===== src/rtl/trng_pkg.sv =====
// Shared constants and pair-state type for the TRNG whitening path.
// Imported by trng_whitener and byte_fifo.
package trng_pkg;
    localparam int TRNG_WIDTH = 13;
    localparam int BYTE_W     = 8;
    localparam int LED_W      = 5;
    localparam int FIFO_DEPTH = 4;

    typedef enum logic {
        EMPTY = 1'b0,
        HELD  = 1'b1
    } pair_state_e;
endpackage


===== src/rtl/byte_fifo.sv =====
// Synchronous FIFO with registered storage; head entry is visible while not empty.
// Latency: a push at edge E is visible at the head after E when the FIFO was empty.
// Backpressure: push when full is accepted only if a pop happens on the same edge, else dropped.
module byte_fifo #(
    parameter int DEPTH = 4,
    parameter int W     = 8
) (
    input  logic         clk,
    input  logic         reset_n,
    input  logic         push,
    input  logic [W-1:0] push_dat,
    input  logic         pop,
    output logic         full,
    output logic         empty,
    output logic [W-1:0] head_dat
);
    import trng_pkg::*;

    localparam int AW = $clog2(DEPTH);

    // Pointers carry one extra wrap bit so full and empty are distinguishable.
    logic [AW:0]  wr_ptr_q, wr_ptr_d;
    logic [AW:0]  rd_ptr_q, rd_ptr_d;
    logic [W-1:0] mem_q [DEPTH];
    logic [W-1:0] mem_d [DEPTH];
    logic         push_ok;
    logic         pop_ok;

    assign empty    = (wr_ptr_q == rd_ptr_q);
    assign full     = (wr_ptr_q[AW] != rd_ptr_q[AW]) &&
                      (wr_ptr_q[AW-1:0] == rd_ptr_q[AW-1:0]);
    assign pop_ok   = pop && !empty;
    assign push_ok  = push && (!full || pop);
    assign head_dat = mem_q[rd_ptr_q[AW-1:0]];

    always_comb begin
        mem_d    = mem_q;
        wr_ptr_d = wr_ptr_q;
        rd_ptr_d = rd_ptr_q;
        if (push_ok) begin
            mem_d[wr_ptr_q[AW-1:0]] = push_dat;
            wr_ptr_d                = wr_ptr_q + 1'b1;
        end
        if (pop_ok) begin
            rd_ptr_d = rd_ptr_q + 1'b1;
        end
    end

    always_ff @(posedge clk or negedge reset_n) begin
        if (!reset_n) begin
            wr_ptr_q <= '0;
            rd_ptr_q <= '0;
            for (int i = 0; i < DEPTH; i++) begin
                mem_q[i] <= '0;
            end
        end else begin
            wr_ptr_q <= wr_ptr_d;
            rd_ptr_q <= rd_ptr_d;
            mem_q    <= mem_d;
        end
    end
endmodule


===== src/rtl/trng_whitener.sv =====
// Folds LFSR words to parity, von Neumann debiases pairs, packs bits LSB-first into bytes.
// Latency: byte visible one cycle after its 8th extracted bit (FIFO empty).
// Backpressure: valid/ready output; bytes arriving to a full FIFO without a pop are dropped, overflow sticks.
module trng_whitener #(
    parameter int WIDTH      = trng_pkg::TRNG_WIDTH,
    parameter int FIFO_DEPTH = trng_pkg::FIFO_DEPTH
) (
    input  logic                          clk,
    input  logic                          reset_n,
    input  logic [WIDTH-1:0]              rnd,
    input  logic                          rnd_valid,
    output logic [trng_pkg::BYTE_W-1:0]   out_data,
    output logic                          out_valid,
    input  logic                          out_ready,
    output logic                          overflow,
    output logic [trng_pkg::LED_W-1:0]    led
);
    import trng_pkg::*;

    pair_state_e       state_q, state_d;
    logic              held_q, held_d;
    logic [BYTE_W-1:0] shreg_q, shreg_d;
    logic [2:0]        bit_cnt_q, bit_cnt_d;
    logic              overflow_q, overflow_d;
    logic [LED_W-1:0]  led_q, led_d;

    logic              p;
    logic              ext_vld;
    logic              byte_done;
    logic [BYTE_W-1:0] byte_dat;
    logic              pop;
    logic              fifo_full;
    logic              fifo_empty;

    assign p         = ^rnd;
    assign pop       = out_valid && out_ready;
    assign out_valid = !fifo_empty;
    assign overflow  = overflow_q;
    assign led       = led_q;

    always_comb begin
        state_d    = state_q;
        held_d     = held_q;
        shreg_d    = shreg_q;
        bit_cnt_d  = bit_cnt_q;
        overflow_d = overflow_q;
        led_d      = led_q;
        ext_vld    = 1'b0;

        if (rnd_valid) begin
            case (state_q)
                EMPTY: begin
                    held_d  = p;
                    state_d = HELD;
                end
                HELD: begin
                    ext_vld = (p != held_q);
                    state_d = EMPTY;
                end
                default: state_d = EMPTY;
            endcase
        end

        // The extracted bit is the first of the pair, shifted in at the MSB.
        byte_dat  = {held_q, shreg_q[BYTE_W-1:1]};
        byte_done = ext_vld && (bit_cnt_q == 3'd7);
        if (ext_vld) begin
            shreg_d   = byte_dat;
            bit_cnt_d = bit_cnt_q + 3'd1;
        end

        if (byte_done && fifo_full && !pop) begin
            overflow_d = 1'b1;
        end
        if (pop) begin
            led_d = out_data[LED_W-1:0];
        end
    end

    always_ff @(posedge clk or negedge reset_n) begin
        if (!reset_n) begin
            state_q    <= EMPTY;
            held_q     <= 1'b0;
            shreg_q    <= '0;
            bit_cnt_q  <= '0;
            overflow_q <= 1'b0;
            led_q      <= '0;
        end else begin
            state_q    <= state_d;
            held_q     <= held_d;
            shreg_q    <= shreg_d;
            bit_cnt_q  <= bit_cnt_d;
            overflow_q <= overflow_d;
            led_q      <= led_d;
        end
    end

    byte_fifo #(
        .DEPTH (FIFO_DEPTH),
        .W     (BYTE_W)
    ) u_fifo (
        .clk      (clk),
        .reset_n  (reset_n),
        .push     (byte_done),
        .push_dat (byte_dat),
        .pop      (pop),
        .full     (fifo_full),
        .empty    (fifo_empty),
        .head_dat (out_data)
    );
endmodule

===== config.mk =====
export PLATFORM = sky130hd
export DESIGN_NAME = trng_whitener
export DESIGN_NICKNAME = d
export VERILOG_FILES = /design/src/rtl/trng_pkg.sv /design/src/rtl/byte_fifo.sv /design/src/rtl/trng_whitener.sv
export SDC_FILE = /design/constraint.sdc
export NUM_CORES = 1
export LEC_CHECK = 0
export ABC_AREA = 1
export BUFFER_PORTS_ARGS = -buffer_cell sky130_fd_sc_hd__buf_2
export CORE_MARGIN = 10
export CORE_UTILIZATION = 25
export DETAILED_ROUTE_END_ITERATION = 16
export GPL_TIMING_DRIVEN = 1
export HOLD_SLACK_MARGIN = 0.05
export PLACE_DENSITY = 0.42
export SLEW_MARGIN = 20
export SYNTH_ARGS = -nofsm -noshare
export SYNTH_HDL_FRONTEND = slang
export SYNTH_SLANG_ARGS = --single-unit

===== constraint.sdc =====
create_clock -name clk -period 1.35 [get_ports clk]
set_input_delay 0.27 -clock clk [delete_from_list [all_inputs] [get_ports clk]]
set_output_delay 0.27 -clock clk [all_outputs]
set_load 0.02 [all_outputs]

# Word level (Yosys, flattened, before mapping)
# Index checks and enable logic that the tools add are counted.
# classes
n_eq_ne	5
addsub	3
mux	9
reduce_logical	14
n_lt_le_gt_ge	3
bitwise	3
# op_table
operator	n
32-bit bitwise mux	1
8-bit 2-to-1 mux	3
8-bit binary-select mux with 2-bit select	1
8-bit demux with 2-bit select	1
13-bit XOR reduction	1
3-bit by 1-bit adder with 3-bit output, second input constant	3
1-bit logical AND	8
3-bit >= comparator, second input constant	2
2-bit inverter with 3-bit output	2
3-bit equality test	1
3-bit equality test, second input constant	1
1-bit logical NOT	3
3-bit by 1-bit less-than comparator with 1-bit output, second input constant	1
2-bit equality test	1
1-bit 2-to-1 mux	2
1-bit != test	2
1-bit one-hot mux with 2 select lines	1
2-bit AND reduction	1
1-bit logical OR	1
1-bit inverter	1
# word_totals
reg_bits	57
word_cells	49
output_inout_bits	15

# Longest topological paths before layout
# depth
depth_word	7
depth_mapped	15
ltp_nobuf	15

# Hierarchy
# From an unflattened synthesis, not the netlist that was laid out.
# hier_totals
hier_cells	407
area_unflattened_um2	3146.8
# modules_own_cells
module	area_per_inst_um2	cells_per_inst	instances
byte_fifo	1979.4	237	1
trng_whitener	1167.4	170	1

# Worst setup path before layout
# No wires, ideal clock.
# synth_timing
path_type	reg2out
startpoint	register u_fifo.rd_ptr_q[0]
endpoint	output out_data[2] (netlist bit)
setup_slack_ns	-0.327
required_ns	1.080
path_stages_with_launch	6
t_arrival_ns	1.407
cell_sequence	dfrtp_1 > buf_2 > inv_1 > clkbuf_1 > nor2_1 > o22ai_1
# synth_between
elab_chain_cells	4
# synth_lines
item	line	rtl
start, declared	byte_fifo.sv:23	logic [AW:0] rd_ptr_q, rd_ptr_d;
start signal, assigned	byte_fifo.sv:58	rd_ptr_q <= rd_ptr_d;
2-bit inverter with 3-bit output (not written as such)	byte_fifo.sv:34	assign head_dat = mem_q[rd_ptr_q[AW-1:0]];
8-bit binary-select mux with 2-bit select	byte_fifo.sv:34	
8-bit 2-to-1 mux (not written as such) (2 in series)	byte_fifo.sv:34	
end, declared	trng_whitener.sv:12	output logic [trng_pkg::BYTE_W-1:0] out_data,
# No other way between the ends. The select of a mux whose other input is x is not followed.

# Worst setup path in the final report
# layout_timing
startpoint	register u_fifo.rd_ptr_q[0]
endpoint	output out_data[5] (netlist bit)
# Same word-level chain as after synthesis.

==> summary.md <==
| Metric | Value |
|---|---|
| Max-slew violations | 0 |
| Critical Path Start Type | flop |
| FF+latch count, synth | 56 |
| Gpl congestion | 0.751 |
| Outcome | finished with violations |
| H-tree Lvls | 2 |
| Failing checks | setup timing |
| Final Hold Viols | 0 |
| Vias per Instance | 4.35 |
| PortBufs | 31 |
| CP Data Required Time | 1.08 ns |
| Post-Syn Instances | 371 |
| Post-Place Worst Slack | -0.460 ns |
| Final worst-path cycle share | 125% |
| Drt first pass iters | 4 |
| Vias in the first global route | 2,577 |
| Initial DRC Count | 106 |
| Worst Path Arrival | 1.41 ns |
| Post-route ant nets | 0 |
| Cts bufs inserted | 5 |
| Yosys top cell area share | 49.0% |
| Ports | 32 |
| Yosys warns | 0 |
| DPL Wire Length | 5460 um |
| GRT overflow | 0 |
| All-Layer GR Usage | 9.69% |
| Layout cells sized above 1 | 40.5% |
| Hold WS | 0.279 ns |
| Worst Tran Pin Value | 0.313 ns |
| Root Buffer | clkbuf_16 |
| Worst relative slew slack | 79.1% |
| Synth Net Count | 395 |
| Largest net degree at the start of global routing | 57 |
| Max Cap Viol | 0 |
| DR WL/cell | 13.1 um |
| Final setup vio count | 50 |
| Core box area | 0.0113 mm2 |
| DRC viols | 0 |
| Final WS setup | -0.333 ns |
| Pwr/cell area | 1990 mW/mm2 |
| Synth area leader | dfrtp_1 |
| Shortest period the worst path allows | 1.68 ns |
| CTS tree | built |
| Site Rows | 39 |
| First-pass GRT wire length | 13,000 um |
| Initial core utilization | 25.3% |
| Worst Path Max Fanout | 6 |
| Distinct cell type count of the synthesized netlist | 22 |
| Final #Nets | 477 |
| Highest ir drop seen on vdd | 1.13 mV |
| HP Class | in -> reg |
| Fmax | 594 MHz |
| Area Growth Syn to Fin | 52.4% |
| Post-Syn Area | 0.00286 mm2 |
| Crit Path Category | reg -> out |
| Placed cell area | 0.00361 mm2 |
| CP Capture Type | primary output |
| Post-route cell area | 0.00436 mm2 |
| Vert. Die Dim | 127 um |
| Area contributors post-synth | dfrtp_1, nand2_1, o21ai_0, inv_1, ha_1 |
| Initial antenna violation count | 0 |
| Die W | 127 um |
| Final Util | 38.5% |
| Antenna Cells | 0 |
| Final Non-Filler Cells | 595 |
| Total wire length | 7820 um |
| CTS Sinks | 56 |
| Clock Latency Late Sink | 0.29 ns |
| Pleak | 2.22 nW |
| Mapped Avg Cell Area | 7.71 um2 |
| DIE AREA | 0.0161 mm2 |
| RSZ-0062 raised after global routing | yes |
| CTS clk-pin slew, worst paths | 0.07 ns |
| Placed cells | 576 |
| Sequential-to-total area share from yosys stat | 49.0% |
| Worst Skew | 0.00882 ns |
| Clk buf depth | 2 |
| Total vias in the final route | 2,590 |
## cell usage after synthesis
library cell,instances
o22ai_1,8
inv_2,4
dfrtp_1,56
xor2_1,5
nor2_1,22
nand4_2,1
nand3_2,1
nand4_1,3
inv_1,25
nor2_4,4
nand3_1,15
buf_2,3
nand3_4,2
nand2_2,2
clkbuf_1,3
ha_1,7
o21bai_1,1
a21oi_1,3
nand2_1,181
nand2_4,1
xnor2_1,5
o21ai_0,19
## final timing paths
kind	from	endpoint	slack [ns]	cells past startpoint
worst max-delay path	u_fifo.rd_ptr_q[0]	out_data[5]	-0.33	5
worst min-delay path	rnd_valid	state_q	0.28	3
worst max register to register	u_fifo.rd_ptr_q[0]	u_fifo.mem_q[12]	-0.17	7
worst min register to register	overflow	overflow	0.48	1
max in group asynchronous	reset_n	overflow	0.58	3
min in group asynchronous	reset_n	led[1]	0.50	3
## metal layers
metal / vias up / share of wire [%] / track usage, %
li1: 1320 / - / -
met3: 4 / 3.6 / 1.82
met4: 0 / 0.87 / 3.01
met5: - / 0 / 0
met2: 45 / 49 / 16.2
met1: 1221 / 47 / 12.4
## cells by family (layout without fill, tap and decap cells)
family	after synthesis	in the layout	synth area share, %
AND/OR/NAND/NOR	232	234	34.3
buffers and inverters	35	114	4.72
AO/OA/AOI/OAI	31	31	5.86
flip-flops	56	56	49.0
adder cells (fa/ha/maj)	7	7	3.06
XOR/XNOR	10	10	3.06
## cell type report
type                            instances  area (um2)
Clock buffer                            5         125
Clock inverter                          1        30.0
Fill cell                            1165        6960
Inverter                               29         131
Multi-Input combinational cell        282        1750
Sequential cell                        56        1400
Tap cell                              143         179
Timing Repair Buffer                   79         744
## cells in the final DEF (no fill, tap or decap), types with 2 or more instances in the layout
master,instances
inv_2,10
o21ai_1,10
o22ai_2,5
nand2_4,4
a21oi_1,3
inv_8,2
o21ai_2,9
buf_4,32
nand4_4,2
nand3_4,5
buf_6,19
xnor2_2,4
nand2_2,28
buf_8,6
nand4_1,3
nand3_1,12
buf_12,3
nand2_1,150
nor2_4,12
nor2_2,5
nand2_8,2
xor2_1,4
nor2_1,10
clkbuf_16,7
ha_1,5
buf_2,16
dfrtp_1,54
dfrtp_2,2
inv_1,15
o22ai_4,3
## flip-flops by register name, summed over array words and instances (netlist names)
name and cells:
led 5, overflow 1, bit_cnt_q 3, held_q 1, u_fifo.mem_q 32, u_fifo.wr_ptr_q 3, u_fifo.rd_ptr_q 3, state_q 1
shreg_q 7
## critical path, cell delays in order, from the launching register on
cell	delay, ns
dfrtp_2	0.48
inv_4	0.12
buf_12	0.14
nor2_2	0.04
o22ai_2	0.20
buf_6	0.15
## power breakdown
group / internal (mW) / switching [mW] / total (mW)
sequential: 2.08 / 0.458 / 2.53
combinational: 2.33 / 2.38 / 4.71
clock: 0.856 / 0.571 / 1.43
## through the flow
| stage | setup TNS (ns) | total power [mW] |
|---|---|---|
| 2_1_floorplan | -6.95 | 4.43 |
| 3_3_place_gp | -17.95 | 5.86 |
| 3_5_place_dp | -19.28 | 5.90 |
| 4_1_cts | -9.38 | 7.97 |
| 5_1_grt | -13.97 | 9.29 |
| 6_report | -7.64 | 8.67 |
## repair_timing
action / CTS / global route
pin swaps: 19 / 39
gates cloned: 2 / 2
hold buffers: 1 / 0
hold endpoints to repair: 56 / 0
setup buffers: 7 / 2
endpoints found under the setup margin: 50 / 62
gates resized for setup: 58 / 90
Note: power is estimated with default switching activity, not from simulation.
